File: src/rtl/seq_mult_pkg.sv
// Shared types and sizing helpers for the iterative multiply-accumulate block.
package seq_mult_pkg;

  localparam int ACC_GUARD_DEF = 4;

  typedef enum logic [1:0] {
    IDLE = 2'd0,
    CALC = 2'd1,
    DONE = 2'd2
  } state_e;

  function automatic int acc_w(input int width, input int guard);
    return 2 * width + guard;
  endfunction

endpackage

File: src/rtl/shift_add_core.sv
// Unsigned shift-add multiplier core: one multiplier bit per enabled cycle, MSB first.
module shift_add_core #(
  parameter int WIDTH = 4
) (
  input  logic                 clk,
  input  logic                 rst_n,
  input  logic                 en,
  input  logic                 start,
  input  logic [WIDTH-1:0]     mcand,
  input  logic [WIDTH-1:0]     mplier,
  output logic [2*WIDTH-1:0]   prod,
  output logic                 done
);

  localparam int CW = (WIDTH > 1) ? $clog2(WIDTH) : 1;

  logic [WIDTH-1:0]   mcand_q, mcand_d;
  logic [WIDTH-1:0]   mplier_q, mplier_d;
  logic [2*WIDTH-1:0] prod_q, prod_d;
  logic [CW-1:0]      cnt_q, cnt_d;
  logic               run_q, run_d;
  logic               done_q, done_d;

  // MSB-first: shift the partial product left, then add the multiplicand if this bit is set.
  always_comb begin
    mcand_d  = mcand_q;
    mplier_d = mplier_q;
    prod_d   = prod_q;
    cnt_d    = cnt_q;
    run_d    = run_q;
    done_d   = done_q;
    if (en) begin
      if (start) begin
        mcand_d  = mcand;
        mplier_d = mplier;
        prod_d   = '0;
        cnt_d    = CW'(WIDTH - 1);
        run_d    = 1'b1;
        done_d   = 1'b0;
      end else if (run_q) begin
        prod_d = {prod_q[2*WIDTH-2:0], 1'b0}
               + (mplier_q[cnt_q] ? {{WIDTH{1'b0}}, mcand_q} : {(2*WIDTH){1'b0}});
        if (cnt_q == '0) begin
          run_d  = 1'b0;
          done_d = 1'b1;
        end else begin
          cnt_d = cnt_q - CW'(1);
        end
      end
    end
  end

  always_ff @(posedge clk or negedge rst_n) begin
    if (!rst_n) begin
      cnt_q  <= '0;
      run_q  <= 1'b0;
      done_q <= 1'b0;
    end else begin
      cnt_q  <= cnt_d;
      run_q  <= run_d;
      done_q <= done_d;
    end
  end

  // Operand and product registers carry no reset; they are always reloaded on start.
  always_ff @(posedge clk) begin
    mcand_q  <= mcand_d;
    mplier_q <= mplier_d;
    prod_q   <= prod_d;
  end

  assign prod = prod_q;
  assign done = done_q;

endmodule

File: src/rtl/seq_mult_acc.sv
// Iterative signed/unsigned multiply-accumulate with valid/ready handshakes on both sides.
module seq_mult_acc
  import seq_mult_pkg::*;
#(
  parameter  int WIDTH     = 4,
  parameter  int ACC_GUARD = ACC_GUARD_DEF,
  localparam int ACC_W     = acc_w(WIDTH, ACC_GUARD)
) (
  input  logic             clk,
  input  logic             rst_n,
  input  logic             ena,
  input  logic             in_valid,
  output logic             in_ready,
  input  logic [WIDTH-1:0] a,
  input  logic [WIDTH-1:0] b,
  input  logic             signed_mode,
  input  logic             acc_en,
  input  logic             acc_clr,
  output logic             out_valid,
  input  logic             out_ready,
  output logic [ACC_W-1:0] result,
  output logic             busy
);

  state_e             state_q, state_d;
  logic               armed_q, armed_d;
  logic               sign_q, sign_d;
  logic               acc_en_q, acc_en_d;
  logic               acc_clr_q, acc_clr_d;
  logic [ACC_W-1:0]   acc_q, acc_d;
  logic [ACC_W-1:0]   result_q, result_d;
  logic               out_valid_q, out_valid_d;

  logic               accept;
  logic [WIDTH-1:0]   mag_a, mag_b;
  logic [2*WIDTH-1:0] core_prod;
  logic               core_done;
  logic [ACC_W-1:0]   signed_prod;
  logic [ACC_W-1:0]   addend;
  logic [ACC_W-1:0]   sum;

  // Two's-complement magnitude; the most negative value maps to 2^(WIDTH-1), which still fits.
  function automatic logic [WIDTH-1:0] abs_mag(input logic [WIDTH-1:0] v, input logic sm);
    return (sm && v[WIDTH-1]) ? -v : v;
  endfunction

  function automatic logic [ACC_W-1:0] apply_sign(input logic [2*WIDTH-1:0] mag,
                                                  input logic neg);
    logic [ACC_W-1:0] ext;
    ext = ACC_W'(mag);
    return neg ? -ext : ext;
  endfunction

  // in_ready stays low after reset until the first enabled edge.
  assign in_ready = (state_q == IDLE) && ena && armed_q;
  assign accept   = in_valid && in_ready;
  assign mag_a    = abs_mag(a, signed_mode);
  assign mag_b    = abs_mag(b, signed_mode);

  shift_add_core #(
    .WIDTH(WIDTH)
  ) u_core (
    .clk    (clk),
    .rst_n  (rst_n),
    .en     (ena),
    .start  (accept),
    .mcand  (mag_a),
    .mplier (mag_b),
    .prod   (core_prod),
    .done   (core_done)
  );

  assign signed_prod = apply_sign(core_prod, sign_q);
  assign addend      = (acc_en_q && !acc_clr_q) ? acc_q : '0;
  assign sum         = addend + signed_prod;

  always_comb begin
    state_d     = state_q;
    armed_d     = armed_q | ena;
    sign_d      = sign_q;
    acc_en_d    = acc_en_q;
    acc_clr_d   = acc_clr_q;
    acc_d       = acc_q;
    result_d    = result_q;
    out_valid_d = out_valid_q;
    if (ena) begin
      unique case (state_q)
        IDLE: begin
          if (accept) begin
            state_d   = CALC;
            sign_d    = signed_mode & (a[WIDTH-1] ^ b[WIDTH-1]);
            acc_en_d  = acc_en;
            acc_clr_d = acc_clr;
          end
        end
        CALC: begin
          // Finalise one cycle after the core completes its last bit.
          if (core_done) begin
            state_d     = DONE;
            result_d    = sum;
            out_valid_d = 1'b1;
            if (acc_en_q) acc_d = sum;
          end
        end
        DONE: begin
          if (out_ready) begin
            state_d     = IDLE;
            out_valid_d = 1'b0;
          end
        end
        default: state_d = IDLE;
      endcase
    end
  end

  always_ff @(posedge clk or negedge rst_n) begin
    if (!rst_n) begin
      state_q     <= IDLE;
      armed_q     <= 1'b0;
      sign_q      <= 1'b0;
      acc_en_q    <= 1'b0;
      acc_clr_q   <= 1'b0;
      acc_q       <= '0;
      result_q    <= '0;
      out_valid_q <= 1'b0;
    end else begin
      state_q     <= state_d;
      armed_q     <= armed_d;
      sign_q      <= sign_d;
      acc_en_q    <= acc_en_d;
      acc_clr_q   <= acc_clr_d;
      acc_q       <= acc_d;
      result_q    <= result_d;
      out_valid_q <= out_valid_d;
    end
  end

  assign out_valid = out_valid_q;
  assign result    = result_q;
  assign busy      = (state_q != IDLE);

endmodule

File: config.mk
export PLATFORM = sky130hd
export DESIGN_NAME = seq_mult_acc
export DESIGN_NICKNAME = d
export VERILOG_FILES = /design/src/rtl/seq_mult_pkg.sv /design/src/rtl/shift_add_core.sv /design/src/rtl/seq_mult_acc.sv
export SDC_FILE = /design/constraint.sdc
export NUM_CORES = 1
export LEC_CHECK = 0
export ABC_AREA = 1
export BUFFER_PORTS_ARGS = -buffer_cell sky130_fd_sc_hd__buf_2
export CORE_AREA = 4 4 82 84
export CTS_CLUSTER_SIZE = 8
export DETAILED_ROUTE_END_ITERATION = 16
export DIE_AREA = 0 0 86 88
export PLACE_DENSITY_LB_ADDON = 0.2
export SYNTH_ARGS = -nofsm -noshare
export SYNTH_HDL_FRONTEND = slang
export SYNTH_SLANG_ARGS = --single-unit
File: constraint.sdc
create_clock -name clk -period 2.6 [get_ports clk]
set_input_delay 0.52 -clock clk [delete_from_list [all_inputs] [get_ports clk]]
set_output_delay 0.52 -clock clk [all_outputs]
set_load 0.03 [all_outputs]
# Word-level counts from Yosys, hierarchy flattened
# Index checks and enable logic that the tools add are counted.
[word_totals]
reg_bits = 51
in_bits = 16
out_inout_bits = 15
[classes]
addsub = 6
n_lt_le_gt_ge = 1
n_eq_ne = 6
bitwise_logic = 3
reduce_logical = 22
muxes = 24
[ops]
columns = ["operator", "count"]
rows = [
  ["2-to-1 mux 12 bit", 2],
  ["adder 12 bit", 1],
  ["2-to-1 mux 2 bit", 6],
  ["2-to-1 mux 4 bit", 3],
  ["negation 8 -> 12 bit", 1],
  ["AND reduction 3 bit", 4],
  ["AND reduction 4 bit", 3],
  ["2-to-1 mux 1 bit", 9],
  ["adder 8 bit", 1],
  ["2-to-1 mux 8 bit", 1],
  ["negation 4 bit", 2],
  ["nonzero test 2 bit", 4],
  ["logical AND 1 bit", 6],
  ["!= test 2 bit (second input constant)", 3],
  ["one-hot mux 2 bit (3 select lines)", 1],
  ["zero test 2 bit", 2],
  ["AND reduction 2 bit", 2],
  ["less-than comparator 2 x 3 -> 1 bit (second input constant)", 1],
  ["binary-select mux 1 bit (select 2 bit)", 1],
  ["equality test 2 x 1 -> 1 bit (second input constant)", 1],
  ["equality test 2 bit (second input constant)", 1],
  ["!= test 2 x 1 -> 1 bit (second input constant)", 1],
  ["one-hot mux 1 bit (2 select lines)", 1],
  ["subtractor 2 x 1 -> 2 bit (second input constant)", 1],
  ["4 further kinds", 4],
]

# Depth between registers and ports, before layout
# Gate-level depths: netlist of the first run.
[logic_depth]
word_depth = 6
depth_mapped = 17
ltp_nobuf = 17

# Cells and area by module
# Synthesis of the first run repeated with hierarchy kept, for this count alone.
[unflattened]
hier_cells = 423
hier_area_um2 = 3225.6
[by_module_without_submodules]
columns = ["module", "instances", "seq_area_each_um2", "area_per_inst_um2", "cells_each"]
rows = [
  ["seq_mult_acc", 1, 775.7, 2255.9, 327],
  ["shift_add_core", 1, 580.6, 969.7, 96],
]

# Least setup slack after synthesis of the first run
# No wires, ideal clock.
[synth_timing]
kind = "flip-flop to flip-flop"
start = "register u_core.prod_q[1], in the netlist u_core.prod[1]"
end = "register result_q[11], in the netlist result[11]"
arrival_ps = 2153
n_path_buf = 0
period_less_slack_ps = 2272
setup_slack_ps = 328
stages_incl_launch_ff = 16
required_ps = 2481
setup_time_ps = 119
path_cell_list = "edfxtp_1 -> inv_1 -> ha_1 -> inv_1 -> nor3_1 -> a21oi_1 -> xor2_1 -> ha_1 -> a21oi_1 -> nand2_1 -> nand2_1 -> nand2_1 -> nor2_1 -> nand2_1 -> nand3_1 -> nand2_1"
[synth_between]
elab_chain_cells = 3
[synth_lines]
columns = ["item", "line", "text"]
rows = [
  ["from (decl)", "shift_add_core.sv:19", "logic [2*WIDTH-1:0] prod_q, prod_d;"],
  ["from (signal assigned)", "shift_add_core.sv:69", "prod_q <= prod_d;"],
  ["negation 8 -> 12 bit", "seq_mult_acc.sv:51", "return neg ? -ext : ext;"],
  ["2-to-1 mux 12 bit (*)", "seq_mult_acc.sv:51", ""],
  ["adder 12 bit (*)", "seq_mult_acc.sv:75", "assign sum = addend + signed_prod;"],
  ["to (signal assigned)", "seq_mult_acc.sv:133", "result_q <= result_d;"],
  ["to (decl)", "seq_mult_acc.sv:31", "logic [ACC_W-1:0] result_q, result_d;"],
]
# Mark *: on every way between the ends. The rest lies on a longest branch, timed or not.
# A chain may end at the register's enable or synchronous reset.

# Worst setup path after layout of the first run
[layout_timing]
start = "register u_core.prod_q[3], in the netlist u_core.prod[3]"
end = "register acc_q[8]"
[layout_between]
elab_chain_cells = 3
[layout_lines]
columns = ["item", "line", "text"]
rows = [
  ["negation 8 -> 12 bit", "seq_mult_acc.sv:51", ""],
  ["2-to-1 mux 12 bit (*)", "seq_mult_acc.sv:51", ""],
  ["adder 12 bit (*)", "seq_mult_acc.sv:75", ""],
  ["to (signal assigned)", "seq_mult_acc.sv:123", "acc_q <= '0;"],
  ["to (signal assigned)", "seq_mult_acc.sv:132", "acc_q <= acc_d;"],
  ["to (decl)", "seq_mult_acc.sv:30", "logic [ACC_W-1:0] acc_q, acc_d;"],
]
# Marked as above.

==> results.cfg, run 1 <==
[global_routing]
antenna_found_initial = 0
grt_pass1_wl_um = 11600
grt_usage_pct = 19.5
grt_pass1_vias = 2565
grt_max_degree = 36
overflow = 0

[cts]
cts_tree = done
cts.sinks = 51
cts_buffers = 5
hold_buffers = 0
cts.clk_slew.worst_paths_ps = 100
clock_latency_ps = 310
root_buffer = clkbuf_8
htreeDepth = 2
clock_path_buffers = 2

[worst_setup_path]
r2r_cells = 13
critPathKind = reg -> reg
r2r_start = u_core.prod[3]
end_kind = flip-flop
crit_arrival_ps = 2580
r2r-end = acc_q[8]
crit_path_start_kind = flip-flop
crit_start = u_core.prod[3]
path_max_fanout = 4
worstPathRequired_ps = 2790
endpoint = acc_q[8]
r2r_setup_slack_ps = 210

[die]
die_y_um = 88
io_pins = 31
start_util_pct = 54.3
coreArea_mm2 = 0.00592
dieWidth_um = 86
rows = 28
dieArea_mm2 = 0.00757

[pwr]
power_mw = 4.59
p_leak_nw = 1.88
peakVddDrop_mv = 0.701
p_per_area_mw_per_mm2 = 1260

[route]
dr.pass1.iters = 4
vias_per_cell = 5.08
routed_wl_um = 6690
vias = 2707
drtIter0Drc = 192
drt-wirelength-per-cell_um = 12.6
route.detailed.drc = 0
antenna_left = 0

[sta]
fin_ws_ps = 206
fin_crit_sh_pct = 92.1
setup_viol = 0
slew_headroom_pct = 48.5
final_max_slew_viol_count = 0
min_period_ps = 2390
max_freq_mhz = 418
clock_skew_ps = 3.75
finalHoldViolations = 0
worstMarginPinSlew_ps = 772

[logic_synthesis]
synthArstFlopShare_pct = 68.6
syn-cell-area_mm2 = 0.00321
yosysWarningCount = 0
netlist_instances = 414
synth_edf_count = 16
syn_area_per_cell_um2 = 7.76
synth_cell_types = 37
synth_compound_area_share_pct = 10.3
synth_mux_area_share_pct = 0
synth-simple-area-share_pct = 26.9
synth_nets = 450
synth_top_family_by_area = simple AND/OR/NAND/NOR gates
synthFlopType = dfrtp_1
ys_ff_latch = 51
ys_seq_area_share_pct = 42.2
synth_fa_ha_area_share_pct = 8.26
synth_xor_area_share_pct = 3.27

[layout]
syn_to_final_growth_pct = 13.3
final_layout_size_suffix_gt1_share_pct = 17.2
multiInputGateArea_mm2 = 0.00161
fill_cells = 536
fin_cells = 533
antenna_cells = 0
seq_area_mm2 = 0.00136
final_net_count = 493

[placed_design]
place_congestion = 0.880
portBuffers = 30
hpwl_um = 5110
place_ws_ps = 72.0
place_inst = 517

[run_status]
status = finished, final reports clean

[worst_hold_path]
hp-class = in -> async

[run]
maxCapViolCount = 0
-- power breakdown --
part           total (mW)  internal, mW  switching [mW]
clock               0.481         0.194           0.286
combinational        2.78         0.990            1.79
sequential           1.33          1.16           0.178
total                4.59          2.34            2.25
-- cells by family after synthesis --
| kind of cell | Yosys count |
|---|---|
| and+or+nand+nor | 202 |
| DFF | 51 |
| adders and majority gates | 20 |
| buffers and inverters | 73 |
| AOI/OAI and AO/OA | 56 |
| xor gates and xnor gates | 12 |
-- worst min-delay path by stage --
stage               startpoint            to  cells past startpoint
floorplan                rst_n     acc_clr_q                      0
global placement     result[5]     result[5]                      2
detailed placement   out_valid     out_valid                      2
CTS                      rst_n      acc_q[8]                      1
global route             rst_n  u_core.run_q                      1
finish                   rst_n      acc_q[8]                      1
-- cell usage after synthesis, types with 4 or more instances --
library cell / instances / area share, %
edfxtp_1: 16 / 15
nand2_1: 112 / 13
xor2_1: 10 / 2.7
nand3_1: 27 / 4.2
o21ai_1: 11 / 1.7
o21ai_0: 17 / 2.6
nor3_1: 5 / 0.78
inv_1: 61 / 7.1
inv_2: 5 / 0.58
nor2_1: 42 / 4.9
dfrtp_1: 35 / 27
nand4_1: 4 / 0.78
a21oi_1: 15 / 2.3
ha_1: 18 / 7.0
-- state kept, by name, indices dropped and copies added (netlist names) --
register / count
acc_q: 12
u_core.mcand_q: 4
result: 12
state_q: 2
u_core.prod: 8
acc_clr_q: 1
acc_en_q: 1
u_core.done: 1
out_valid: 1
armed_q: 1
u_core.cnt_q: 2
u_core.run_q: 1
sign_q: 1
u_core.mplier_q: 4
-- final cells by class --
type	count	share of cell area, %
clock inverter	2	0.447
inverter	67	6.91
tap	75	2.58
clock buffer	6	1.99
timing repair buffer	42	6.60
sequential	51	37.3
multi-input combinational	290	44.2
-- repair_timing --
item / 4_1_cts / 5_1_grt
endpoints found under the setup margin: 0 / 11
resized for setup: 0 / 12
setup buffers: 0 / 8
-- layout by cell type (no fill, tap or decap), types with 11 or more instances in the layout --
master,Yosys,routed
nand2_1,112,111
inv_1,61,59
nor2_1,42,39
dfrtp_1,35,35
buf_2,1,30
nand3_1,27,27
o21ai_0,17,17
ha_1,18,16
edfxtp_1,16,16
a21oi_1,15,13
buf_4,2,12
o21ai_1,11,11
-- metrics by stage --
stage	setup TNS [ps]	hold WS, ps	util, %	instance area, um^2
after floorplan	0	224	-	3210
after global placement	0	459	58.2	3450
after detailed placement	0	460	58.2	3450
after CTS	0	311	59.7	3540
after global routing	-24.1	338	61.5	3640
final	0	266	61.5	3640
-- metal layers --
layer  part of all wire (%)  vias up  global-route usage [%]  wire length (um)
met2                     48       58                    32.7              3180
li1                       -     1408                       -                 -
met3                    4.6        7                    3.76               305
met5                      0        -                       0                 0
met1                     46     1234                    25.0              3110
met4                    1.4        0                    7.05                96
-- worst max-delay path, stage by stage (launching register included) --
cell and delay (ps):
edfxtp_1 470, nor2_1 180, inv_1 80, nor3_2 200, a21oi_1 100, xor2_1 170
ha_2 380, nand2_1 110, nor2_1 120, o211ai_1 140, nand2_1 100, nand2_1 60
nand3_1 80, o21ai_0 90
Power figures use the tool's default switching activity.
==> run 2, diff against run 1 <==
--- a/config.mk
+++ b/config.mk
@@ -8,6 +8,7 @@
 export ABC_AREA = 1
 export BUFFER_PORTS_ARGS = -buffer_cell sky130_fd_sc_hd__buf_2
 export CORE_AREA = 4 4 82 84
+export CTS_BUF_LIST = sky130_fd_sc_hd__clkbuf_4 sky130_fd_sc_hd__clkbuf_8
 export CTS_CLUSTER_SIZE = 8
 export DETAILED_ROUTE_END_ITERATION = 16
 export DIE_AREA = 0 0 86 88
==> run 2 against run 1 <==
  * Critical path depth unchanged
  * Critical endpoint unchanged
  * Worst setup slack worse by 1.4 ps
  * Via count down 0.30%
  * Die area is the same
  * Maximum frequency about the same
  * Design area is 0.10% higher
==> results.cfg, run 2 (synthesis results as in run 1) <==
[sta]
setup_viol = 0
setup-tns-final_ps = 0
clock_skew_ps = 4.33
fin_crit_sh_pct = 92.1
final_max_slew_viol_count = 0
max_freq_mhz = 417
min_period_ps = 2400
slew_headroom_pct = 48.5
finalHoldViolations = 0
worstMarginPinSlew_ps = 773

[global_routing]
grt_pass1_vias = 2566
antenna_found_initial = 0
grt_pass1_wl_um = 11600
overflow = 0
grt_max_degree = 36
grt_usage_pct = 19.5

[worst_setup_path]
path_cells = nor2_1 > inv_1 > nor3_2 > a21oi_1 > xor2_1 > ha_2 > nand2_1 > nor2_1 > o211ai_1 > nand2_1 > nand2_1 > nand3_1 > o21ai_0
critPathKind = reg -> reg
cp_slowest_cell = edfxtp_1
r2r_cells = 13
slowest_delay_ps = 470
crit_path_start_kind = flip-flop
worstPathRequired_ps = 2790
crit_top_cell = nand2_1
end_kind = flip-flop
crit_arrival_ps = 2580
path_max_fanout = 4

[route]
vias = 2699
routed_wl_um = 6700
drt-wirelength-per-cell_um = 12.6
vias_per_cell = 5.06
route.detailed.drc = 0
antenna_left = 0
drtIter0Drc = 187
dr.pass1.iters = 4

[layout]
fin_area_mm2 = 0.00364
fill_cells = 535
final_layout_size_suffix_gt1_share_pct = 17.5
final_common_cell = nand2_1
final_util_pct = 61.5
multiInputGateArea_mm2 = 0.00161
seq_area_mm2 = 0.00136
syn_to_final_growth_pct = 13.4
most-common-layout-cells = 111 x nand2_1, 59 x inv_1, 39 x nor2_1, 35 x dfrtp_1, 30 x buf_2
antenna_cells = 0
final_net_count = 493

[placed_design]
placed_area_mm2 = 0.00345
place_congestion = 0.880
hpwl_um = 5110
portBuffers = 30

[die]
rows = 28
die_y_um = 88
dieArea_mm2 = 0.00757
start_util_pct = 54.3
io_pins = 31
dieWidth_um = 86
coreArea_mm2 = 0.00592

[run]
maxCapViolCount = 0

[cts]
htreeDepth = 2
clock_latency_ps = 310
cts_tree = done
cts.clk_slew.worst_paths_ps = 100
hold_buffers = 0
clock_path_buffers = 2
cts.sinks = 51
cts_buffers = 5
root_buffer = clkbuf_8

[run_status]
status = finished, final reports clean

[worst_hold_path]
hp-class = in -> async

[pwr]
p_leak_nw = 1.88
peakVddDrop_mv = 0.703
p_per_area_mw_per_mm2 = 1260
==> run 2: cell count changes in the layout (fill, tap and decap cells not counted) <==
cell and delta:
clkbuf_4 +1, clkbuf_1 -1
==> run 2: final timing paths <==
kind	start	endpoint	slack, ps
worst max-delay path	u_core.prod[3]	acc_q[8]	200
worst min-delay path	rst_n	acc_q[8]	270
worst max register to register	u_core.prod[3]	acc_q[8]	200
worst min register to register	result[9]	result[9]	480
max in group asynchronous	rst_n	u_core.cnt_q[1]	1830
min in group clk	acc_clr	acc_clr_q	400
==> run 2: where the power goes <==
part / switching, mW / internal, mW
clock network: 0.288 / 0.205
logic: 1.79 / 0.989
registers: 0.179 / 1.16
total: 2.26 / 2.35
==> run 2: stage by stage <==
stage	setup WS, ps	power [mW]	instances	hold WS (ps)
after CTS	63.5	4.45	525	309
after global placement	157	3.91	517	459
after global routing	-17.3	5.08	533	337
final	205	4.61	533	266
after floorplan	328	3.33	414	224
after detailed placement	72.0	3.94	517	460
==> run 2: cell type report <==
| cell class | count | share of cell area (%) |
|---|---|---|
| clock buffers | 6 | 2.09 |
| clock inverters | 2 | 0.446 |
| inverters | 67 | 6.90 |
| multi-input cells | 290 | 44.2 |
| flip-flops and latches | 51 | 37.2 |
| well taps | 75 | 2.58 |
| repair buffers | 42 | 6.59 |
==> run 2: layer usage <==
layer  global-route usage [%]  part of all wire [%]
met5                        0                     0
met1                     25.1                    47
met2                     32.7                    47
met3                     3.76                   4.3
met4                     7.05                   1.4
==> run 2: what timing repair did <==
| item | CTS | global route |
|---|---|---|
| gates resized for setup | 0 | 12 |
| setup endpoints to repair | 0 | 11 |
| buffers inserted | 0 | 8 |
| hold endpoints to repair | 0 | 0 |
==> run 2: worst max-delay path, delay by kind of cell, from the launching register on <==
kind | cells | cell delay [ps]
AO/OA/AOI/OAI | 3 | 330
AND/OR/NAND/NOR | 7 | 850
adder cells (fa/ha/maj) | 1 | 380
XOR/XNOR | 1 | 170
flip-flops | 1 | 470
buffers and inverters | 1 | 80
==> run 3, diff against run 2 <==
--- a/config.mk
+++ b/config.mk
@@ -5,13 +5,12 @@
 export SDC_FILE = /design/constraint.sdc
 export NUM_CORES = 1
 export LEC_CHECK = 0
-export ABC_AREA = 1
 export BUFFER_PORTS_ARGS = -buffer_cell sky130_fd_sc_hd__buf_2
-export CORE_AREA = 4 4 82 84
+export CORE_AREA = 4 4 79 81
 export CTS_BUF_LIST = sky130_fd_sc_hd__clkbuf_4 sky130_fd_sc_hd__clkbuf_8
 export CTS_CLUSTER_SIZE = 8
 export DETAILED_ROUTE_END_ITERATION = 16
-export DIE_AREA = 0 0 86 88
+export DIE_AREA = 0 0 83 85
 export PLACE_DENSITY_LB_ADDON = 0.2
 export SYNTH_ARGS = -nofsm -noshare
 export SYNTH_HDL_FRONTEND = slang
==> run 3 against run 2 <==
  * The run now ends with negative setup slack left
  * Global-route usage shrank 0.62 points
  * Synthesized cell count down 26%
  * Non-clock buffer count up 38
  * Maximum frequency is 26% lower
  * Critical endpoint is now acc_q[11]
  * Largest cell class unchanged
  * Largest power group unchanged
==> results.cfg, run 3 <==
[run_status]
status = finished, violations left
violations = negative setup slack

[global_routing]
grt_usage_pct = 18.8
overflow = 0
grt_pass1_wl_um = 10900
grt_pass1_vias = 2494
antenna_found_initial = 0
grt_max_degree = 36

[worst_setup_path]
r2r_cells = 13
crit_arrival_ps = 3410
path_max_fanout = 3
worstPathRequired_ps = 2790
critPathKind = reg -> reg
r2r-end = acc_q[11]
r2r_start = u_core.prod[0]
r2r_setup_slack_ps = -620
end_kind = flip-flop
endpoint = acc_q[11]
crit_start = u_core.prod[0]
crit_path_start_kind = flip-flop

[placed_design]
place_inst = 438
placed_area_mm2 = 0.00355
place_congestion = 0.886
portBuffers = 30
hpwl_um = 4590

[cts]
htreeDepth = 2
cts_tree = done
cts.sinks = 51
clock_latency_ps = 310
clock_path_buffers = 2
cts.clk_slew.worst_paths_ps = 100
root_buffer = clkbuf_8
cts_buffers = 5

[logic_synthesis]
yosysMostFrequentCell = nand2_1
yosysWarningCount = 0
synthFlopType = dfrtp_1
syn-cell-area_mm2 = 0.00299
synth_area_leaders = dfrtp_1 29%, edfxtp_1 16%, ha_1 7.5%, nand2_1 6.8%, o21ai_0 4.7%
netlist_instances = 306
ys_seq_area_share_pct = 45.3
synth_edf_count = 16
ys_ff_latch = 51
synth_top_area_share_pct = 29.3
syn_area_per_cell_um2 = 9.78
yosysTopAreaCell = dfrtp_1
netlist_top_cells_count = 54 x nand2_1, 35 x dfrtp_1, 28 x o21ai_0, 18 x ha_1, 17 x and2_1
synth_nets = 342
synth_cell_types = 48
synthArstFlopShare_pct = 68.6

[die]
start_util_pct = 54.7
rows = 27
die_y_um = 85
io_pins = 31
dieArea_mm2 = 0.00706
coreArea_mm2 = 0.00547
dieWidth_um = 83

[sta]
fin_ws_ps = -616
setup-tns-final_ps = -3360
fin_crit_sh_pct = 124
rsz0062_at_grt = true
finalHoldViolations = 0
worstMarginPinSlew_ps = 807
setup_viol = 10
final_max_slew_viol_count = 0
max_freq_mhz = 311
slew_headroom_pct = 46.2
clock_skew_ps = 9.81
min_period_ps = 3220

[route]
route.detailed.drc = 0
drt-wirelength-per-cell_um = 14.5
drtIter0Drc = 118
antenna_left = 0
dr.pass1.iters = 4
vias = 2436
routed_wl_um = 6600
vias_per_cell = 5.37

[layout]
fill_cells = 427
fin_cells = 454
most-common-layout-cells = 51 x nand2_1, 42 x buf_4, 35 x dfrtp_1, 30 x buf_2, 17 x and2_1
syn_to_final_growth_pct = 29.2
final_net_count = 418
final_common_cell = nand2_1
final_layout_size_suffix_gt1_share_pct = 34.3
fin_area_mm2 = 0.00387
antenna_cells = 0

[worst_hold_path]
hp-class = in -> async

[pwr]
p_leak_nw = 1.84
peakVddDrop_mv = 0.589
p_per_area_mw_per_mm2 = 1170

[run]
maxCapViolCount = 0
==> run 3: cell count changes in the layout (fill, tap and decap cells not counted), sizes merged, moves of 4 or more <==
cell   delta
and2     +17
nand3    -24
and3      +4
a21oi     -9
xnor2    +13
inv      -53
nand2    -60
o31ai     +4
buf      +38
or2       +4
nand4     -4
nor2     -31
mux2      +4
==> run 3: cells by family after synthesis <==
group | Yosys count | synth area share [%]
buf+inv | 25 | 3.51
mux | 5 | 2.26
fa+ha+maj | 20 | 8.86
flops | 51 | 45.3
compound gates | 67 | 14.6
simple gates | 115 | 18.7
xor+xnor | 23 | 6.73
==> run 3: worst max-delay path: stages (launching register included) <==
cell      delay [ps]
edfxtp_1         400
or2_1            250
or4_4            440
o31ai_4          190
xnor2_1          170
ha_1             300
and3_4           200
and3_4           180
a31o_4           240
buf_4            130
o21ai_0          230
buf_4            170
and2_1           130
o211ai_2          70
==> run 3: per-stage QoR <==
step / util (%) / power, mW / hold slack [ps] / worst slack [ps]
floorplan: - / 2.81 / 224 / -473
global placement: 64.8 / 3.55 / 441 / -435
detailed placement: 64.8 / 3.61 / 455 / -495
CTS: 68.6 / 4.28 / 309 / -463
global route: 70.7 / 4.86 / 347 / -783
finish: 70.7 / 4.52 / 292 / -616
==> run 3: report_power, final <==
part / internal, mW / leakage [nW] / total (mW) / switching [mW]
clock: 0.185 / 0.0440 / 0.452 / 0.267
combinational: 1.32 / 1.21 / 2.75 / 1.43
sequential: 1.14 / 0.586 / 1.32 / 0.182
==> run 3: repair_timing <==
| item | CTS | global route |
|---|---|---|
| hold buffers | 0 | 0 |
| gates resized for setup | 27 | 19 |
| setup endpoints to repair | 12 | 14 |
| buffers inserted | 6 | 3 |
| pin swaps | 16 | 16 |
==> run 3: area by class of cell <==
cell class              count  area [um^2]  share of cell area (%)
clock buffers               5         68.8                    1.78
multi-input cells         230         1720                    44.5
clock inverters             2         13.8                   0.356
repair buffers             80          564                    14.6
well taps                  72         90.1                    2.33
flip-flops and latches     51         1360                    35.1
inverters                  14         55.1                    1.42
==> run 3: worst min path at each step <==
stage / to / start
finish: acc_q[8] / rst_n
global route: acc_q[5] / rst_n
CTS: acc_q[5] / rst_n
detailed placement: armed_q / armed_q
global placement: armed_q / armed_q
floorplan: acc_clr_q / rst_n
==> run 3: metal layers <==
layer | track usage [%] | vias to the layer above | share of wire, %
met2 | 36.1 | 47 | 53
met4 | 6.98 | 0 | 2.6
met5 | 0 | - | 0
met3 | 3.69 | 15 | 3.7
met1 | 20.5 | 1163 | 41
li1 | - | 1211 | -
